`config.mk`:
```
export PLATFORM = sky130hd
export DESIGN_NAME = pl_int_ctrl
export DESIGN_NICKNAME = d
export VERILOG_FILES = /design/src/rtl/pl_int_ctrl.sv
export SDC_FILE = /design/constraint.sdc
export NUM_CORES = 1
export LEC_CHECK = 0
export ABC_AREA = 1
export CORE_ASPECT_RATIO = 0.7
export CORE_MARGIN = 3
export CORE_UTILIZATION = 42
export CTS_CLUSTER_DIAMETER = 150
export CTS_CLUSTER_SIZE = 28
export DETAILED_ROUTE_END_ITERATION = 6
export GPL_TIMING_DRIVEN = 0
export PLACE_DENSITY = 0.73
export SYNTH_ARGS = -nofsm -noshare
export SYNTH_HDL_FRONTEND = slang
export SYNTH_SLANG_ARGS = --single-unit
```
`constraint.sdc`:
```
create_clock -name clk -period 1.4 [get_ports clk]
set_clock_uncertainty 0.05 [all_clocks]
set_input_delay 0.28 -clock clk [delete_from_list [all_inputs] [get_ports clk]]
set_output_delay 0.28 -clock clk [all_outputs]
set_load 0.05 [all_outputs]
```
`src/rtl/pl_int_ctrl.sv`:
```
// Priority interrupt controller feeding the pipelined CPU's single intr/inta handshake.
// Pending latches, mask, edge/level mode, in-service tracking and a vector register.
module pl_int_ctrl #(
  parameter int N     = 8,
  parameter int VBITS = 4
) (
  input  logic          clk,
  input  logic          clrn,
  input  logic [N-1:0]  irq_src,
  input  logic          inta,
  output logic          intr,
  input  logic [2:0]    addr,
  input  logic [31:0]   wdata,
  input  logic          we,
  output logic [31:0]   rdata
);

  localparam logic STATE_IDLE = 1'b0;
  localparam logic STATE_REQ  = 1'b1;

  logic             state;
  logic [N-1:0]     src_q;
  logic [N-1:0]     pend;
  logic [N-1:0]     mask;
  logic [N-1:0]     edge_mode;
  logic [N-1:0]     isr;
  logic             vec_valid;
  logic [VBITS-1:0] vec_idx;

  logic [VBITS-1:0] cand;
  logic [N-1:0]     cand_oh;
  logic             found;
  logic             blocked;
  logic             eligible;
  logic             accept;
  logic             eoi_wr;
  logic [N-1:0]     pend_w1c;
  logic [N-1:0]     ack_clr;
  logic [N-1:0]     edge_next;
  logic [N-1:0]     pend_next;
  logic [N-1:0]     isr_next;
  logic             unused_wdata;

  // Lowest enabled pending source wins; it may only interrupt if nothing of equal
  // or higher priority is already in service.
  always_comb begin
    cand     = '0;
    cand_oh  = '0;
    found    = 1'b0;
    blocked  = 1'b0;
    eligible = 1'b0;
    for (int i = 0; i < N; i++) begin
      if (!found && pend[i] && mask[i]) begin
        found      = 1'b1;
        cand       = VBITS'(i);
        cand_oh[i] = 1'b1;
        eligible   = !(blocked || isr[i]);
      end
      blocked = blocked | isr[i];
    end
  end

  assign accept   = (state == STATE_REQ) && inta && eligible;
  assign eoi_wr   = we && (addr == 3'd5);
  assign pend_w1c = (we && addr == 3'd0) ? wdata[N-1:0] : '0;
  assign ack_clr  = accept ? cand_oh : '0;

  // A new rising edge beats both a software clear and the acknowledge clear.
  assign edge_next = (pend & ~pend_w1c & ~ack_clr) | (irq_src & ~src_q);
  assign pend_next = (edge_mode & edge_next) | (~edge_mode & irq_src);
  assign isr_next  = (eoi_wr ? (isr & (isr - N'(1))) : isr) | ack_clr;

  assign unused_wdata = ^wdata[31:N];

  always_ff @(posedge clk) begin
    if (clrn) begin
      src_q     <= '0;
      pend      <= '0;
      mask      <= '0;
      edge_mode <= '0;
      isr       <= '0;
      vec_valid <= 1'b0;
      vec_idx   <= '0;
    end else begin
      src_q <= irq_src;
      pend  <= pend_next;
      isr   <= isr_next;
      if (we && addr == 3'd1) mask      <= wdata[N-1:0];
      if (we && addr == 3'd2) edge_mode <= wdata[N-1:0];
      if (inta) begin
        vec_valid <= accept;
        vec_idx   <= accept ? cand : VBITS'(N);
      end
    end
  end

  // Any inta closes the request; a withdrawn candidate also drops it.
  always_ff @(posedge clk) begin
    if (clrn) begin
      state <= STATE_IDLE;
    end else begin
      case (state)
        STATE_IDLE: if (eligible) state <= STATE_REQ;
        STATE_REQ:  if (inta || !eligible) state <= STATE_IDLE;
        default:    state <= STATE_IDLE;
      endcase
    end
  end

  assign intr = (state == STATE_REQ);

  always_comb begin
    rdata = '0;
    case (addr)
      3'd0: rdata = 32'(pend);
      3'd1: rdata = 32'(mask);
      3'd2: rdata = 32'(edge_mode);
      3'd3: rdata = 32'(isr);
      3'd4: begin
        rdata[VBITS-1:0] = vec_idx;
        rdata[31]        = vec_valid;
      end
      default: rdata = '0;
    endcase
  end

endmodule

```
## Word-level counts from Yosys, hierarchy flattened

Index checks and enable logic that the tools add are counted.

- Bits in registers: 46
- Latch bits: 0
- Bits in writable memories: 0
- Bits in read-only memories: 0
- Output and inout port bits: 33
- Logic and storage cells: 119
- Memories: 0

- Add/subtract/negate cells: 1
- Multipliers: 0
- Div/mod/pow operators: 0
- Order comparisons: 0
- Equal/unequal tests: 5
- Shift operators: 0
- Muxes and demuxes: 39
- Bitwise logic cells: 20
- Reduce and logical (&&, ||, !) cells: 46

Operator list:

| cell | count |
|---|---|
| 8-bit bitwise AND | 6 |
| 8-bit inverter | 4 |
| 1-bit two-way mux | 26 |
| 4-bit two-way mux | 6 |
| 8-bit two-way mux | 3 |
| 8-bit OR | 3 |
| 1-bit logical AND | 21 |
| 4-bit one-hot mux with 5 select lines | 1 |
| 1-bit zero test | 16 |
| 4-bit one-hot mux with 4 select lines | 1 |
| 1-bit logical OR | 8 |
| 8-bit by 1-bit subtractor with 8-bit output, second input constant | 1 |
| 3-bit by 2-bit == test with 1-bit output, second input constant | 2 |
| 3-bit == test, second input constant | 2 |
| 1-bit OR | 6 |
| 3-bit by 1-bit == test with 1-bit output, second input constant | 1 |
| 3-bit zero test | 1 |
| 2-bit two-way mux | 1 |
| 1-bit one-hot mux with 2 select lines | 1 |
| 1-bit inverter | 1 |

## Logic depth before layout (Yosys ltp)

- Depth after elaboration: 37
- Mapped depth: 13

## Worst setup path before layout

Ideal clock, no wire load.

- Path type: input port to output port
- From: in addr[2]
- To: out rdata[0]
- Arrival: 1,850 ps
- Required time: 1,070 ps
- Path slack: -780 ps
- Stages: 4
- Cells stage by stage: clkbuf_2 > nor2_4 > nand2_1 > o21ai_0

- Cells in the longest elaborated chain, start to end: 2

Ends and longest elaborated chain:

| what | RTL line | text |
|---|---|---|
| start: declaration | 12 | `input logic [2:0] addr,` |
| 3-bit == test, or another cell as far along | 114 | `case (addr)` |
| 4-bit one-hot mux with 5 select lines (*) | 114 |  |
| end: declaration | 15 | `output logic [31:0] rdata` |

Every way passes the cells marked *; elsewhere a longest branch is shown, timed or not.

## Worst setup path after layout

- From: reg pend[0]
- To: reg pend[4]

- Cells in the longest elaborated chain, start to end: 37

Ends and longest elaborated chain:

| what | RTL line | text |
|---|---|---|
| start: declaration | 23 | `logic [N-1:0] pend;` |
| start signal: assignment | 86 | `pend <= pend_next;` |
| 1-bit logical AND (*) | 53 | `if (!found && pend[i] && mask[i]) begin` |
| 1-bit two-way mux | 53 |  |
| 1-bit zero test | 53 |  |
| 1-bit logical AND (2 in series) | 53 |  |
| 1-bit two-way mux | 53 |  |
| 1-bit zero test | 53 |  |
| 1-bit logical AND (2 in series) | 53 |  |
| 1-bit two-way mux | 53 |  |
| (+19 left out) | -- |  |
| 1-bit two-way mux | 53 |  |
| 1-bit logical AND | 63 | `assign accept = (state == STATE_REQ) && inta && eligible;` |
| 8-bit two-way mux (*) | 66 | `assign ack_clr = accept ? cand_oh : '0;` |
| 8-bit inverter (*) | 69 | `assign edge_next = (pend & ~pend_w1c & ~ack_clr) \| (irq_src & ~src_q);` |
| 8-bit bitwise AND (*) | 69 |  |
| 8-bit OR (*) | 69 |  |
| 8-bit bitwise AND (*) | 70 | `assign pend_next = (edge_mode & edge_next) \| (~edge_mode & irq_src);` |
| 8-bit OR (*) | 70 |  |

Marked as above.
A chain may end at the register's enable or synchronous reset.

==> flow_metrics.tcl <==
set metrics [dict create \
    status "finished, violations left" \
    violations "negative setup slack" \
    pin_count 80 \
    critPathMaxFanout 5 \
    grt_pass1_vias 2425 \
    multi_input_area_um2 1723 \
    rows 23 \
    syn_area_um2 2556 \
    synth_top_area_share_pct 36.03 \
    avgSynthCellArea_um2 7.160 \
    p_per_area_nw_per_um2 733.3 \
    fin_nets 493 \
    synthTopCellsByArea "dfxtp_1, nand2_1, inv_1" \
    place_area_um2 3184 \
    cts.path.max_buffers 2 \
    synthesis.instances 357 \
    drt-total-wl_um 8105 \
    antenna_found_initial 0 \
    drt_iter0_markers 178 \
    core-area_um2 5813 \
    drv_slew 0 \
    cp.arrival_ns 1.88 \
    cts_tree "built" \
    yosysWarningCount 0 \
    finalCritPeriodShare_pct 123.2 \
    worst_ep_required_time_ns 1.56 \
    area_delta_synth_final_pct 54.53 \
    startpoint_type "register" \
    ir_worst_vdd_mv 0.4971 \
    clock-root-buffer "clkbuf_8" \
    nFillCells 486 \
    path_class "register to register" \
    cts_buffers 5 \
    die_area_um2 7073 \
    grt_pass1_wl_um 12490 \
    drcViolationCount 0 \
    postCtsHoldBufs 0 \
    slew_headroom_pct 47.16 \
    hold_class "register to register" \
    place_ws_ns -1.591 \
    async_reset_ff_share_pct 0 \
    n_antenna_cell 0 \
    cts.sinks 46 \
    worstSkewPairLatency_ns 0.31 \
    hold_violations 0 \
    drtAntennaViolNets 0 \
    synth_commonest_cells "nand2_1, inv_1, dfxtp_1, nor2_1, o21ai_0" \
    design_area_um2 3950 \
    tightest_slew_ns 0.7925 \
    gp_congestion 0.9882 \
    regArea_um2 954.7 \
    synth.ff_latch_count 46 \
    grt_usage_pct 22.75 \
    dpl.hpwl_um 5382 \
    die_y_um 71.27 \
    start_util_pct 43.97 \
    yosys.area.top_type "dfxtp_1" \
    rsz0062_at_grt "true" \
    routedWlPerCell_um 15.56 \
    setup_slack_ns -0.3243 \
    h-tree-depth 2 \
    fin_crit_ns 1.724 \
    grt_start_max_net_pins 14 \
    ys.flop_type "dfxtp_1" \
    vias 2643 \
    synth_edf_count 0 \
    ys_seq_area_share_pct 36.03 \
    drive_gt1_share_pct 45.52 \
    numPortBuffers 31 \
    clk_pin_slew_ns 0.08 \
    fmax_mhz 579.9 \
    power_leakage_nw 1.830 \
    dr.pass1.iters 7 \
    synth_cell_type_count 31 \
    dieWidth_um 99.25 \
    drv_cap 0 \
    drt-vias-per-instance 5.073 \
    grt-ovfl-total 0 \
    yosysMostFrequentCell "nand2_1" \
    setup-violations-final 32 \
    cp-end-kind "register" \
]
power by group:
group	internal, mW	switching, mW	total, mW	leakage [nW]
clock network	0.336	0.461	0.798	0.0438
registers	1.35	0.0365	1.39	0.385
logic	0.275	0.437	0.711	1.40
flip-flops by register name (all words and copies together), names as in the netlist:
signal	count
vec_valid	1
vec_idx	4
isr	8
intr	1
pend	8
src_q	8
mask	8
edge_mode	8
kinds of logic (layout without fill, tap and decap cells):
group | after synthesis | count (layout) | share of synthesized area (%)
DFF | 46 | 46 | 36.03
and+or+nand+nor | 169 | 169 | 32.60
AOI/OAI and AO/OA | 61 | 61 | 15.08
buffers and inverters | 80 | 147 | 16.15
other | 1 | 23 | 0.1467
layout make-up:
| class | count | share of cell area [%] |
|---|---|---|
| plain buffers | 31 | 6.557 |
| clock buffers | 5 | 1.742 |
| clock inverters | 2 | 0.2534 |
| inverters | 49 | 5.100 |
| multi-input cells | 253 | 43.62 |
| flip-flops and latches | 46 | 24.17 |
| well taps | 75 | 2.376 |
| repair buffers | 60 | 16.19 |
per-stage QoR:
stage               utilization (%)  hold slack, ns  cells  total power, mW  setup TNS, ns
detailed placement            54.78          0.4035    485            1.965         -47.18
floorplan                         -          0.3485    379            1.815         -1.130
global placement              54.78          0.4007    485            1.956         -45.43
finish                        67.95          0.4202    521            2.896         -7.859
CTS                           64.81          0.4188    514            2.879         -7.531
global route                  67.95          0.4488    521            3.008         -10.26
cell usage in the layout, fill, tap and decap left out, drive strengths merged, types with 8 or more instances in the layout:
cell type,synthesis,layout
a21oi,21,21
buf,27,68
clkbuf,4,8
clkdlybuf4s50,0,19
conb,1,23
dfxtp,46,46
inv,49,49
nand2,82,82
nand3,27,27
nand4,10,10
nor2,49,49
o21ai,26,26
metal layers:
metal  track usage [%]  part of all wire [%]  vias to the layer above
li1                  -                     -                     1287
met1             32.51                    45                     1247
met2             35.94                    48                      100
met3             4.475                   6.2                        9
met4             4.848                  0.89                        0
met5                 0                     0                        -
worst paths after layout:
path / from / to / slack [ns] / cells past startpoint
setup / recovery: pend[0] / pend[4] / -0.32 / 13
hold / removal: src_q[3] / pend[3] / 0.42 / 3
setup reg to reg: pend[0] / pend[4] / -0.32 / 13
hold reg to reg: src_q[3] / pend[3] / 0.42 / 3
critical path, stage by stage (launching register included):
cell and delay, ns:
dfxtp_4 0.37, nand2_4 0.08, nand3_4 0.08, nor2_4 0.14, nand2_2 0.09, nor2_4 0.12
nand2_2 0.08, nand2_2 0.08, nand2_2 0.06, nand2_4 0.12, buf_12 0.14, nand3_4 0.09
nand2_2 0.07, nand2_1 0.04
timing repair:
item	4_1_cts	5_1_grt
pin swaps	21	24
setup buffers	22	9
setup endpoints to repair	56	36
cloned	1	0
gates resized for setup	166	45
(Power assumes the default switching activity.)
